`config.mk`:
```
export PLATFORM = sky130hd
export DESIGN_NAME = pipe_hazard_ctrl
export DESIGN_NICKNAME = d
export VERILOG_FILES = /design/src/rtl/pipe_hazard_ctrl.sv
export SDC_FILE = /design/constraint.sdc
export NUM_CORES = 1
export LEC_CHECK = 0
export BUFFER_PORTS_ARGS = -buffer_cell sky130_fd_sc_hd__buf_2
export CAP_MARGIN = 15
export CORE_MARGIN = 2
export CORE_UTILIZATION = 45
export CTS_CLUSTER_DIAMETER = 120
export DETAILED_ROUTE_END_ITERATION = 12
export MAX_ROUTING_LAYER = met4
export PLACE_DENSITY = 0.75
export SYNTH_ARGS = -nofsm -noshare
export SYNTH_HDL_FRONTEND = slang
export SYNTH_SLANG_ARGS = --single-unit
```
`constraint.sdc`:
```
create_clock -name i_clk -period 1.8 [get_ports i_clk]
set_input_delay 0.18 -clock i_clk [delete_from_list [all_inputs] [get_ports i_clk]]
set_output_delay 0.18 -clock i_clk [all_outputs]
set_load 0.03 [all_outputs]
```
`src/rtl/pipe_hazard_ctrl.sv`:
```
// Central pipeline control: folds bus-wait, multi-cycle hold, jump and load-use requests into
// per-stage stall/flush vectors and the PC redirect, with a pending-jump slot and post-jump drain.
module pipe_hazard_ctrl #(
  parameter int NUM_STAGES   = 6,
  parameter int ADDR_W       = 32,
  parameter int JUMP_DEPTH   = 3,
  parameter int EX_IDX       = 3,
  parameter int FLUSH_CYCLES = 2
) (
  input  logic                  i_clk,
  input  logic                  i_rst_n,
  input  logic                  i_jump_flag,
  input  logic [ADDR_W-1:0]     i_jump_addr,
  input  logic                  i_load_use,
  input  logic                  i_hold_req,
  input  logic                  i_bus_wait,
  output logic                  o_ctrl_jump_flag,
  output logic [ADDR_W-1:0]     o_ctrl_jump_addr,
  output logic [NUM_STAGES-1:0] o_stall,
  output logic [NUM_STAGES-1:0] o_flush,
  output logic                  o_busy
);

  localparam int CNT_W = (FLUSH_CYCLES > 0) ? $clog2(FLUSH_CYCLES + 1) : 1;

  localparam logic [NUM_STAGES-1:0] ALL_ONES   = {NUM_STAGES{1'b1}};
  localparam logic [NUM_STAGES-1:0] JUMP_STALL = ALL_ONES >> (NUM_STAGES - JUMP_DEPTH);
  localparam logic [NUM_STAGES-1:0] HOLD_STALL = ALL_ONES >> (NUM_STAGES - 1 - EX_IDX);
  localparam logic [NUM_STAGES-1:0] LU_STALL   = ALL_ONES >> (NUM_STAGES - 3);
  localparam logic [NUM_STAGES:0]   HOLD_FULL  = (NUM_STAGES+1)'(1) << (EX_IDX + 1);
  localparam logic [NUM_STAGES-1:0] HOLD_FLUSH = HOLD_FULL[NUM_STAGES-1:0];
  localparam logic [NUM_STAGES-1:0] IF_FLUSH   = NUM_STAGES'(2);
  localparam logic [NUM_STAGES-1:0] EX_FLUSH   = NUM_STAGES'(8);

  typedef enum logic [1:0] {
    RUN   = 2'd0,
    PEND  = 2'd1,
    DRAIN = 2'd2
  } state_t;

  state_t              r_state, w_state_nxt;
  logic [ADDR_W-1:0]   r_pend_addr, w_pend_addr_nxt;
  logic [CNT_W-1:0]    r_cnt, w_cnt_nxt;

  logic                w_blocked;
  logic                w_issue;
  logic                w_jump_flag;
  logic [ADDR_W-1:0]   w_jump_addr;
  logic [NUM_STAGES-1:0] w_stall, w_flush;

  always_ff @(posedge i_clk or negedge i_rst_n) begin
    if (!i_rst_n) begin
      r_state     <= RUN;
      r_pend_addr <= '0;
      r_cnt       <= '0;
    end else begin
      r_state     <= w_state_nxt;
      r_pend_addr <= w_pend_addr_nxt;
      r_cnt       <= w_cnt_nxt;
    end
  end

  assign w_blocked = i_bus_wait | i_hold_req;
  // A captured jump beats any new request; in PEND a fresh jump_flag is ignored.
  assign w_issue   = !w_blocked && ((r_state == PEND) || i_jump_flag);

  always_comb begin
    w_state_nxt     = r_state;
    w_pend_addr_nxt = r_pend_addr;
    w_cnt_nxt       = r_cnt;
    w_stall         = '0;
    w_flush         = '0;
    w_jump_flag     = 1'b0;
    w_jump_addr     = '0;

    if (i_bus_wait) begin
      w_stall = ALL_ONES;
    end else if (i_hold_req) begin
      w_stall = HOLD_STALL;
      w_flush = HOLD_FLUSH;
    end else if (w_issue) begin
      w_jump_flag = 1'b1;
      w_jump_addr = (r_state == PEND) ? r_pend_addr : i_jump_addr;
      w_stall     = JUMP_STALL;
    end else if (r_state == DRAIN) begin
      w_flush = IF_FLUSH;
    end else if (i_load_use) begin
      w_stall = LU_STALL;
      w_flush = EX_FLUSH;
    end

    if (w_blocked) begin
      if (r_state != PEND && i_jump_flag) begin
        w_state_nxt     = PEND;
        w_pend_addr_nxt = i_jump_addr;
      end
    end else if (w_issue) begin
      if (FLUSH_CYCLES > 0) begin
        w_state_nxt = DRAIN;
        w_cnt_nxt   = CNT_W'(FLUSH_CYCLES);
      end else begin
        w_state_nxt = RUN;
        w_cnt_nxt   = '0;
      end
    end else if (r_state == DRAIN) begin
      if (r_cnt <= CNT_W'(1)) begin
        w_state_nxt = RUN;
        w_cnt_nxt   = '0;
      end else begin
        w_cnt_nxt = r_cnt - CNT_W'(1);
      end
    end
  end

  // Outputs are forced quiet for the whole reset interval, not just after the first edge.
  always_comb begin
    o_ctrl_jump_flag = 1'b0;
    o_ctrl_jump_addr = '0;
    o_stall          = '0;
    o_flush          = '0;
    o_busy           = 1'b0;
    if (i_rst_n) begin
      o_ctrl_jump_flag = w_jump_flag;
      o_ctrl_jump_addr = w_jump_addr;
      o_stall          = w_stall;
      o_flush          = w_flush;
      o_busy           = (r_state != RUN);
    end
  end

endmodule
```
After elaboration in Yosys (flattened, before gate mapping)

Cells that the tools add are included.
W data, S select, Z words.

Logic and storage cells: 52
Output and inout port bits: 46
Register bits after elaboration: 36

Order comparisons: 1
$add $sub $neg: 1
Muxes and demuxes: 30
Reductions and logical operators: 11
Bitwise logic cells: 2
Equality and inequality tests: 4

Operators by type and width:

| kind                  | count |
|---|---|
| $mux W32              | 5 |
| $mux W2               | 8 |
| $mux W4               | 4 |
| $mux W5               | 3 |
| $mux W6               | 2 |
| $mux W3               | 3 |
| $reduce_bool A3 Y1    | 2 |
| $mux W1               | 5 |
| $ne A2 B1 Y1 const B  | 2 |
| $reduce_and A2 Y1     | 2 |
| $reduce_bool A2 Y1    | 2 |
| $reduce_and A3 Y1     | 1 |
| $eq A2 B1 Y1 const B  | 1 |
| $eq A2 B2 Y1 const B  | 1 |
| $le A2 B1 Y1 const B  | 1 |
| $logic_and A1 B1 Y1   | 2 |
| $sub A2 B1 Y2 const B | 1 |
| $logic_not A1 Y1      | 1 |
| $logic_or A1 B1 Y1    | 1 |
| $not A1 Y1            | 1 |
| $or A1 B1 Y1          | 1 |

Logic depth before layout (Yosys ltp)

Gate-level depths: netlist (run 1).

Word-level depth: 7
Gate-level depth with buffers: 5
Depth with buffers taken out: 3

Least setup slack after synthesis (run 1)

OpenSTA, ideal clock, no wires.

Path type: register to output
Start point: reg r_state[0]
End point: out o_flush[3]
Buffers on the path: 1
Setup slack: -63 ps
Stages on the path, launching flop included: 4
Arrival time: 1683 ps
Path through: dfrtp_1 nor2b_1 buf_6 nor4_1

Cells in the longest elaborated chain, start to end: 7

RTL lines:

| item                   | line | text |
|---|---|---|
| start, declared        | 41   | `state_t r_state, w_state_nxt;` |
| start signal, assigned | 57   | `r_state <= w_state_nxt;` |
| $eq A2 B1 Y1           | 65   | `assign w_issue = !w_blocked && ((r_state == PEND) \|\| i_jump_flag);` |
| $logic_or A1 B1 Y1     | 65   |  |
| $logic_and A1 B1 Y1    | 65   |  |
| $mux W4 (*)            | 81   | `end else if (w_issue) begin` |
| $mux W5 (*)            | 78   | `end else if (i_hold_req) begin` |
| $mux W5 (*)            | 76   | `if (i_bus_wait) begin` |
| $mux W5 (*)            | 122  | `if (i_rst_n) begin` |
| end, declared          | 20   | `output logic [NUM_STAGES-1:0] o_flush,` |

Every way passes the cells marked *; elsewhere a longest branch is shown, timed or not.

Final worst setup path (run 1)

Start point: in i_rst_n
End point: out o_ctrl_jump_addr[1]

Cells in the longest elaborated chain, start to end: 1

RTL lines:

| item            | line | text |
|---|---|---|
| start, declared | 11   | `input logic i_rst_n,` |
| $mux W32        | 122  |  |
| end, declared   | 18   | `output logic [ADDR_W-1:0] o_ctrl_jump_addr,` |

Every way passes these cells.

==> results.md, run 1 <==
* Most frequent cells in the layout: buf_2, nand2_1, dfrtp_1
* Worst hold path class: in -> reg
* Ys Warns at 0
* Fraction of layout cells with a size suffix above 1 at 45.36%
* Status: finished, final reports clean
* Full die area at 5304 um2
* Register area at 902.1 um2
* Final hold violations at 0
* Post-route cell area at 2764 um2
* Vias in the first global route at 1,590
* H-tree Lvls at 2
* Core area at 4629 um2
* Worst Setup Path Type: in -> out
* Syn_area_per_cell at 9.691 um2
* Ant diodes at 0
* First-pass GRT wire length at 7383 um
* Clk buf depth at 2
* Worst Clk Skew at 0.004675 ns
* GR Overflow Total at 0
* Dpl cell area at 2575 um2
* CTS Buf Count at 5
* CTS clk-pin slew, worst paths at 0.07 ns
* Filler instances at 431
* Initial Util at 46.05%
* Finish-stage setup viols at 0
* Average wire per standard cell at 13.01 um
* Drt first pass iters at 4
* Max Cap Viol at 0
* Min Tclk post-route at 1.734 ns
* Die Ht at 72.83 um
* CP cell instances: dlygate4sd3_1 -> buf_2 -> o211ai_2 -> buf_6 -> a21oi_1 -> clkbuf_4
* Slew Limit Fails at 0
* CP required at 1.62 ns
* Leakage Power at 1.484 nW
* Via-to-Cell Ratio at 5.028
* Synthesized flop and latch total at 36
* Worst hold slack at 0.1304 ns
* Initial antenna violation count at 0
* Highest clock rate at 0.5767 GHz
* Routed WL at 4632 um
* Crit path DAT at 1.55 ns
* Post-DRT Antenna Nets at 0
* Area Overhead vs Synth at 29.64%
* Tcrit/Tclk final at 96.33%
* Drc violations at 0
* IO Pins at 84
* Initial DRC count at 81
* Worst skew pair latency at 0.29 ns
* Worst r2r path cells at 4
* Sequential-to-total area share from yosys stat at 42.25%
* Crit-path max cell delay at 0.52 ns
* Delay-heaviest family, CP: buffers and inverters
* Total Routing Usage GR at 18.72%
* Hold Crit Depth at 2
* Pin count of the biggest net entering global routing at 27
* Final Instance Count excl. Fillers at 356
* Cell Rows at 25
* Worst path depth at 6
* Worst setup EP type: primary output
* CTS tree: yes
* Root cell of the clock tree: clkbuf_8
* Sink Count at 36
* Crit path max fanout at 17
* Post-detail-place hpwl at 3315 um
* Post-synth cell types at 27
* Most common cell after layout, fill and taps aside: buf_2
* Peak supply drop at 0.5701 mV
* Post-Synthesis Cell Area at 2132 um2
* Port bufs at 80
* Layout Nets at 339
* DR vias at 1,790
* Slowest-stage cell, CP: dlygate4sd3_1
* Power, Total at 2.663 mW
* Multi-input logic area at 1102 um2
* Die width at 72.83 um
* Setup crit start kind: input port
* Mapped Cells at 220
* Placed insts at 345
* Crit path buf inv count at 4
* Pwr dens at 963.6 nW/um2
* GPL Wtd Cong at 0.7272
## Yosys cell counts
| cell | number | share of area [%] |
|---|---|---|
| nand2b_1 | 3 | 0.88 |
| mux2_4 | 30 | 21 |
| dfrtp_1 | 36 | 42 |
| and2_1 | 2 | 0.59 |
| o22ai_1 | 1 | 0.29 |
| buf_2 | 8 | 1.9 |
| nor3_1 | 2 | 0.47 |
| conb_1 | 1 | 0.18 |
| o31a_1 | 1 | 0.41 |
| clkbuf_1 | 3 | 0.53 |
| a211oi_1 | 1 | 0.35 |
| buf_6 | 4 | 2.1 |
| nand2_1 | 67 | 12 |
| buf_4 | 7 | 2.5 |
| nand3_4 | 1 | 0.82 |
| mux2_2 | 2 | 1.1 |
| nor4_1 | 2 | 0.59 |
| o211ai_2 | 1 | 0.59 |
| nand3_1 | 2 | 0.47 |
| nor2b_1 | 2 | 0.59 |
| a21oi_1 | 34 | 8.0 |
| or2_0 | 1 | 0.29 |
| inv_1 | 1 | 0.18 |
| or4b_1 | 1 | 0.47 |
| o21a_1 | 1 | 0.35 |
| and3b_1 | 1 | 0.41 |
| nor2_1 | 5 | 0.88 |
## per-stage QoR
step | setup TNS [ns] | worst slack (ns) | util, %
floorplan | 0 | 0.1068 | -
global placement | 0 | 0.3010 | 55.62
detailed placement | 0 | 0.2584 | 55.62
CTS | 0 | 0.03791 | 58.78
global route | -0.09685 | -0.01884 | 59.70
finish | 0 | 0.06613 | 59.70
## where the power goes
group / internal (mW) / switching, mW
Clock: 0.411 / 0.285
Sequential: 1.01 / 0.120
Combinational: 0.442 / 0.392
## final timing paths
check,from,to,slack (ns)
worst min register to register,r_cnt[0]$_DFFE_PN0P_,r_cnt[0]$_DFFE_PN0P_,0.51
worst min-delay path,i_jump_addr[22],r_pend_addr[22]$_DFFE_PN0P_,0.13
worst max-delay path,i_rst_n,o_ctrl_jump_addr[1],0.07
min in group asynchronous,i_rst_n,r_cnt[1]$_DFFE_PN0P_,0.44
worst max register to register,r_state[1]$_DFFE_PN0P_,r_pend_addr[19]$_DFFE_PN0P_,0.36
max in group asynchronous,i_rst_n,r_state[1]$_DFFE_PN0P_,0.60
## cell type report
type,count,share of cell area (%)
clock inverters,2,1.268
multi-input cells,163,39.88
repair buffers,94,21.00
flip-flops and latches,36,32.64
clock buffers,6,2.626
well taps,54,2.445
inverters,1,0.1358
## layer usage
layer / track usage, % / vias to the layer above / wire [um]
li1: - / 887 / -
met1: 25.71 / 847 / 2130
met2: 27.27 / 50 / 2191
met3: 5.387 / 6 / 264
met4: 4.938 / 0 / 45
met5: - / - / 0
## worst reg2reg max path: stages, from the launching register on
cell and delay (ns):
dfrtp_2 0.43, nand2b_2 0.23, nand3_4 0.13, buf_12 0.18, mux2_2 0.35
## registers in the layout (all words and copies together), names as in the netlist
signal and count:
r_state 2, r_pend_addr 32, r_cnt 2
## cell families (layout without fill, tap and decap cells)
logic type      Yosys count  in the layout  share of synthesized area [%]
simple gates             89             89                          18.25
compound gates           39             39                          9.977
flops                    36             36                          42.25
mux                      32             32                          22.18
buf+inv                  23            103                          7.159
other cells               1              3                         0.1759
## what timing repair did
action                                 CTS  global route
gates resized for setup                  6            17
setup endpoints to repair               28            31
hold buffers                             2             0
endpoints found under the hold margin    6             0
buffers inserted                         0             1
Note: power is estimated with default switching activity, not from simulation.
==> inputs of run 2 (changes only) <==
CELL_PAD_IN_SITES_DETAIL_PLACEMENT = 1   (was default)
CELL_PAD_IN_SITES_GLOBAL_PLACEMENT = 1   (was default)
CORE_UTILIZATION = 36   (was 45)
PLACE_DENSITY = default   (was 0.75)
PLACE_DENSITY_LB_ADDON = 0.1   (was default)
==> results.md, run 2 (synthesis results as in run 1) <==
* CTS clk-pin slew, worst paths at 0.08 ns (was 0.07 ns)
* Area Overhead vs Synth at 40.90% (was 29.64%)
* RR Endpoint: r_pend_addr[11]$_DFFE_PN0P_ (was r_pend_addr[19]$_DFFE_PN0P_)
* Int Pwr at 1.760 mW (was 1.867 mW)
* Pin count of the biggest net entering global routing at 23 (was 27)
* Routed WL at 5938 um (was 4632 um)
* CTS Buf Count at 5 (unchanged)
* Initial antenna violation count at 0 (unchanged)
* Slowest-stage cell, CP: dfrtp_1 (was dlygate4sd3_1)
* Max reg flops at 32 (unchanged)
* Delay-heaviest family, CP: flip-flops (was buffers and inverters)
* Sw Share at 33.46% (was 29.92%)
* Vias in the first global route at 1,921 (was 1,590)
* Final hold violations at 0 (unchanged)
* Dpl ws at 0.1651 ns (was 0.2584 ns)
* Register share of total power at 43.2% (was 42.6%)
* GPL Wtd Cong at 0.8134 (was 0.7272)
* Root cell of the clock tree: clkbuf_8 (unchanged)
* Fraction of layout cells with a size suffix above 1 at 53.07% (was 45.36%)
* Die Ht at 80.96 um (was 72.83 um)
* Worst setup EP type: primary output (unchanged)
* IO Pins at 84 (unchanged)
* Reg2Reg Launch Point: r_state[1]$_DFFE_PN0P_ (unchanged)
* Min-Delay Endpoint: r_pend_addr[3]$_DFFE_PN0P_ (was r_pend_addr[22]$_DFFE_PN0P_)
* Slew Limit Fails at 0 (unchanged)
* Min-delay src: i_jump_addr[3] (was i_jump_addr[22])
* Worst r2r path cells at 4 (unchanged)
* Core area at 5816 um2 (was 4629 um2)
* GR Overflow Total at 0 (unchanged)
* Crit-path max cell delay at 0.39 ns (was 0.52 ns)
* Ant diodes at 0 (unchanged)
* Clock Power Share at 21.6% (was 26.1%)
* H-tree Lvls at 2 (unchanged)
* Leakage Power at 1.519 nW (was 1.484 nW)
* CP required at 1.62 ns (about the same)
* Post-route cell area at 3004 um2 (was 2764 um2)
* First-pass GRT wire length at 9149 um (was 7383 um)
* Die width at 80.96 um (was 72.83 um)
* Slew headroom at 50.79%
* Most frequent cells in the layout: nand2_1, buf_2, buf_4 (was buf_2, nand2_1, dfrtp_1)
* Dpl cell area at 2639 um2 (was 2575 um2)
* Hold Crit Depth at 2 (unchanged)
* Post-DRT Antenna Nets at 0 (unchanged)
* RSZ-0062 raised after global routing: yes
* Finish-stage setup viols at 0 (unchanged)
* Initial Util at 36.66% (was 46.05%)
* Drc violations at 0 (unchanged)
* Cell Rows at 28 (was 25)
* CP cell instances: nor2b_4 -> o211ai_4 -> clkbuf_16 -> a21oi_2 -> buf_6 (was dlygate4sd3_1 -> buf_2 -> o211ai_2 -> buf_6 -> a21oi_1 -> clkbuf_4)
* Setup TNS Final at 0 ns (unchanged)
* Drt first pass iters at 4 (unchanged)
* Total Routing Usage GR at 18.72% (about the same)
* Worst hold slack at 0.1390 ns (was 0.1304 ns)
* Full die area at 6554 um2 (was 5304 um2)
* CTS tree: yes (unchanged)
* Registers with the most flip-flops: r_pend_addr: 32 flops, r_cnt: 2 flops, r_state: 2 flops (unchanged)
* Tcrit/Tclk final at 98.39% (was 96.33%)
* Highest clock rate at 0.5646 GHz (was 0.5767 GHz)
* Worst R2R Setup Slack at 0.20 ns (was 0.36 ns)
* Pwr dens at 880.6 nW/um2 (was 963.6 nW/um2)
* Port bufs at 80 (unchanged)
* Crit path max fanout at 11 (was 17)
* Worst-Margin Slew at 0.7358 ns
* PnR worst setup slack at 0.02896 ns (was 0.06613 ns)
* DR vias at 1,874 (was 1,790)
* Crit path buf inv count at 2 (was 4)
* Via-to-Cell Ratio at 4.880 (was 5.028)
* Worst Clk Skew at 0.006696 ns (was 0.004675 ns)
* Initial DRC count at 35 (was 81)
* Peak supply drop at 0.3645 mV (was 0.5701 mV)
* Sink Count at 36 (unchanged)
* Register with the most flip-flops: r_pend_addr (unchanged)
* Min Tclk post-route at 1.771 ns (was 1.734 ns)
* Clk buf depth at 2 (unchanged)
* Crit path DAT at 1.59 ns (was 1.55 ns)
* Status: finished, final reports clean (unchanged)
* Post-detail-place hpwl at 4071 um (was 3315 um)
* Average wire per standard cell at 15.46 um (was 13.01 um)
* Worst Setup Path Type: reg -> out (was in -> out)
* Worst skew pair latency at 0.29 ns (about the same)
* Worst hold path class: in -> reg (unchanged)
* Max Cap Viol at 0 (unchanged)
* Setup crit start kind: flop (was input port)
* Layout Nets at 346 (was 339)
* Sw Pwr at 0.8851 mW (was 0.7968 mW)
* Logic pwr share at 35.2% (was 31.3%)
* Most common cell after layout, fill and taps aside: nand2_1 (was buf_2)
run 2: changes by cell type in the layout (fill, tap and decap cells not counted), moves of 2 or more:
| cell | previous run | this run |
|---|---|---|
| a21oi_2 | 0 | 20 |
| clkbuf_4 | 2 | 0 |
| buf_2 | 71 | 48 |
| buf_4 | 12 | 38 |
| buf_6 | 4 | 10 |
| a21oi_1 | 34 | 14 |
run 2: how the worst max path moves through the flow:
stage / startpoint / endpoint / slack [ns] / depth (start not counted)
2_1_floorplan: r_state[0]$_DFFE_PN0P_ / o_ctrl_jump_addr[22] / 0.11 / 5
3_3_place_gp: r_state[1]$_DFFE_PN0P_ / r_pend_addr[24]$_DFFE_PN0P_ / 0.22 / 4
3_5_place_dp: r_state[1]$_DFFE_PN0P_ / r_pend_addr[14]$_DFFE_PN0P_ / 0.17 / 4
4_1_cts: r_state[0]$_DFFE_PN0P_ / o_ctrl_jump_addr[21] / -0.004 / 5
5_1_grt: r_state[0]$_DFFE_PN0P_ / o_ctrl_jump_addr[26] / -0.05 / 5
6_report: r_state[0]$_DFFE_PN0P_ / o_ctrl_jump_addr[26] / 0.03 / 5
run 2: layout make-up:
type | count | area (um2)
sequential | 36 | 900.9
timing repair buffer | 101 | 723.2
inverter | 1 | 3.754
multi-input combinational | 163 | 1195
clock inverter | 3 | 18.77
clock buffer | 5 | 68.82
fill | 703 | 2811
tap | 75 | 93.84
run 2: per-layer routing:
metal  global-route usage [%]  up-vias  wire, um
met4                    4.576        0        58
met2                    30.41       53      2924
met3                    3.444        6       249
met5                        -        -         0
met1                    24.30      916      2705
li1                         -      899         -
run 2: what timing repair did:
action                     CTS  global route
setup buffers                1             1
hold buffers                 2             0
cloned                       0             1
setup endpoints to repair   32            32
hold endpoints to repair    33             0
pin swaps                    0             0
gates resized for setup      5            90
run 2: through the flow:
stage | power (mW) | util [%] | std cells
final | 2.645 | 51.66 | 384
after global routing | 2.814 | 51.66 | 384
after CTS | 2.601 | 47.65 | 382
after detailed placement | 1.995 | 45.37 | 371
after global placement | 1.965 | 45.37 | 371
after floorplan | 1.753 | - | 222
run 2: power by group through the flow:
stage | clock, mW | combinational [mW] | sequential [mW]
3_3_place_gp | 0 | 0.825 | 1.14
3_5_place_dp | 0 | 0.850 | 1.14
6_report | 0.572 | 0.931 | 1.14
5_1_grt | 0.623 | 1.02 | 1.17
2_1_floorplan | 0 | 0.639 | 1.11
4_1_cts | 0.591 | 0.869 | 1.14
==> inputs of run 3 (changes only) <==
CORE_UTILIZATION = 37   (was 36)
CTS_BUF_LIST = sky130_fd_sc_hd__clkbuf_8   (was default)
GPL_ROUTABILITY_DRIVEN = 0   (was default)
==> results.md, run 3 (synthesis results as in run 1) <==
* Initial Util at 38.48% (was 36.66%)
* Finish-stage setup viols at 0 (unchanged)
* Worst skew pair latency at 0.29 ns (about the same)
* Average wire per standard cell at 15.44 um (was 15.46 um)
* Post-route cell area at 2907 um2 (was 3004 um2)
* Most frequent cells in the layout: nand2_1, buf_2, dfrtp_1 (was nand2_1, buf_2, buf_4)
* IO Pins at 84 (unchanged)
* Final hold violations at 0 (unchanged)
* Post-DRT Antenna Nets at 0 (unchanged)
* Layout Nets at 342 (was 346)
* Peak supply drop at 0.3786 mV (was 0.3645 mV)
* Die width at 79.91 um (was 80.96 um)
* CP required at 1.62 ns (about the same)
* Drt first pass iters at 4 (unchanged)
* Max reg flops at 32 (unchanged)
* Initial DRC count at 24 (was 35)
* Dpl ws at 0.2317 ns (was 0.1651 ns)
* Sw Pwr at 0.8469 mW (was 0.8851 mW)
* Slowest-stage cell, CP: dfrtp_2 (was dfrtp_1)
* Pin count of the biggest net entering global routing at 22 (was 23)
* Status: finished, final reports clean (unchanged)
* Sw Share at 31.00% (was 33.46%)
* Registers with the most flip-flops: r_pend_addr: 32 flops, r_cnt: 2 flops, r_state: 2 flops (unchanged)
* Dpl cell area at 2600 um2 (was 2639 um2)
* CTS clk-pin slew, worst paths at 0.07 ns (was 0.08 ns)
* Worst Setup Path Type: reg -> out (unchanged)
* GR Overflow Total at 0 (unchanged)
* Most common cell after layout, fill and taps aside: nand2_1 (unchanged)
* First-pass GRT wire length at 9170 um (was 9149 um)
* Logic pwr share at 32.5% (was 35.2%)
* PnR worst setup slack at 0.003996 ns (was 0.02896 ns)
* WL met1 at 2526 um (was 2705 um)
* Register with the most flip-flops: r_pend_addr (unchanged)
* Total Routing Usage GR at 19.07% (was 18.72%)
* Tcrit/Tclk final at 99.78% (was 98.39%)
* Sink Count at 36 (unchanged)
* CTS Buf Count at 5 (unchanged)
* Wire length on met3 at 253 um (was 249 um)
* Worst setup EP type: primary output (unchanged)
* Drc violations at 0 (unchanged)
* CTS tree: yes (unchanged)
* Clock Power Share at 25.4% (was 21.6%)
* Cell Rows at 27 (was 28)
* Register share of total power at 42.1% (was 43.2%)
* Int Pwr at 1.885 mW (was 1.760 mW)
* Worst Clk Skew at 0.006457 ns (was 0.006696 ns)
* Min Tclk post-route at 1.796 ns (was 1.771 ns)
* Filler instances at 681 (was 703)
* Post-detail-place hpwl at 4097 um (was 4071 um)
* Crit path max fanout at 10 (was 11)
* Area Overhead vs Synth at 36.33% (was 40.90%)
* Leakage Power at 1.508 nW (was 1.519 nW)
* Slew Limit Fails at 0 (unchanged)
* Max Cap Viol at 0 (unchanged)
* Via-to-Cell Ratio at 4.942 (was 4.880)
* Root cell of the clock tree: clkbuf_8 (unchanged)
* Port bufs at 80 (unchanged)
* Ant diodes at 0 (unchanged)
* Crit path DAT at 1.62 ns (was 1.59 ns)
* Routed WL at 5820 um (was 5938 um)
* H-tree Lvls at 2 (unchanged)
* Vias in the first global route at 1,842 (was 1,921)
* Met2 wire length at 3005 um (was 2924 um)
* DR vias at 1,863 (was 1,874)
* Die Ht at 79.91 um (was 80.96 um)
* Setup crit start kind: flop (unchanged)
* Initial antenna violation count at 0 (unchanged)
* Crit-path max cell delay at 0.41 ns (was 0.39 ns)
* Highest clock rate at 0.5568 GHz (was 0.5646 GHz)
* CP cell instances: nor2b_4 -> o211ai_4 -> buf_6 -> a21oi_1 -> buf_4 (was nor2b_4 -> o211ai_4 -> clkbuf_16 -> a21oi_2 -> buf_6)
* Utilization after layout at 52.46% (was 51.66%)
* Worst hold path class: in -> reg (unchanged)
* RSZ-0062 raised after global routing: yes (unchanged)
* Top routing layer used: met4 (unchanged)
* Power, Total at 2.732 mW (was 2.645 mW)
* Clk buf depth at 2 (unchanged)
* Fraction of layout cells with a size suffix above 1 at 48.20% (was 53.07%)
* Core area at 5540 um2 (was 5816 um2)
* Full die area at 6386 um2 (was 6554 um2)
* Pwr dens at 939.8 nW/um2 (was 880.6 nW/um2)
run 3: cell types whose count changed in the layout (fill, tap and decap cells not counted), moves of 2 or more:
cell	delta
buf_2	+5
a21oi_1	+14
buf_8	+2
a21oi_2	-14
buf_4	-7
dfrtp_2	+2
dfrtp_1	-2
buf_6	-4
run 3: layer usage:
metal / up-vias / track usage, %
met5: - / -
met4: 0 / 4.068
li1: 895 / -
met1: 914 / 24.41
met2: 50 / 31.33
met3: 4 / 3.959
run 3: final cells by class:
| type | count | area, um2 | area share, % |
|---|---|---|---|
| clock buffer | 5 | 68.82 | 2.368 |
| clock inverter | 3 | 38.79 | 1.334 |
| inverter | 1 | 3.754 | 0.1291 |
| multi-input combinational | 163 | 1139 | 39.17 |
| sequential | 36 | 903.4 | 31.08 |
| tap | 72 | 90.09 | 3.099 |
| timing repair buffer | 97 | 663.1 | 22.82 |
run 3: worst max-delay path: cells and delay by family (launching register included):
family,cells,cell delay (ns)
AND/OR/NAND/NOR,1,0.24
buffers and inverters,2,0.38
flip-flops,1,0.41
AO/OA/AOI/OAI,2,0.29
run 3: power by group through the flow:
stage / clock network (mW) / logic, mW / registers (mW)
final: 0.695 / 0.887 / 1.15
after global routing: 0.756 / 0.972 / 1.17
after CTS: 0.717 / 0.855 / 1.15
after detailed placement: 0 / 0.833 / 1.15
after global placement: 0 / 0.807 / 1.15
after floorplan: 0 / 0.639 / 1.11
run 3: repair_timing:
item                                    CTS  global route
hold buffers                              3             0
buffers inserted                          0             1
gates cloned                              0             1
endpoints found under the setup margin   22            52
gates resized for setup                   9            69
endpoints found under the hold margin    19             0
run 3: stage by stage:
stage / hold slack (ns) / std cells / TNS (ns)
floorplan: -0.1156 / 222 / 0
global placement: 0.02592 / 365 / 0
detailed placement: 0.02209 / 365 / 0
CTS: 0.1256 / 376 / 0
global route: 0.1239 / 377 / -0.5844
finish: 0.1337 / 377 / 0
run 3: path summary, 6_finish.rpt:
check | depth (start not counted) | slack (ns) | from | end
worst max-delay path | 5 | 0.004 | r_state[0]$_DFFE_PN0P_ | o_ctrl_jump_addr[6]
min in group asynchronous | 3 | 0.47 | i_rst_n | r_pend_addr[15]$_DFFE_PN0P_
worst min register to register | 1 | 0.51 | r_pend_addr[27]$_DFFE_PN0P_ | r_pend_addr[27]$_DFFE_PN0P_
worst max register to register | 4 | 0.29 | r_state[1]$_DFFE_PN0P_ | r_pend_addr[26]$_DFFE_PN0P_
worst min-delay path | 2 | 0.13 | i_jump_addr[11] | r_pend_addr[11]$_DFFE_PN0P_
max in group asynchronous | 3 | 0.71 | i_rst_n | r_state[1]$_DFFE_PN0P_
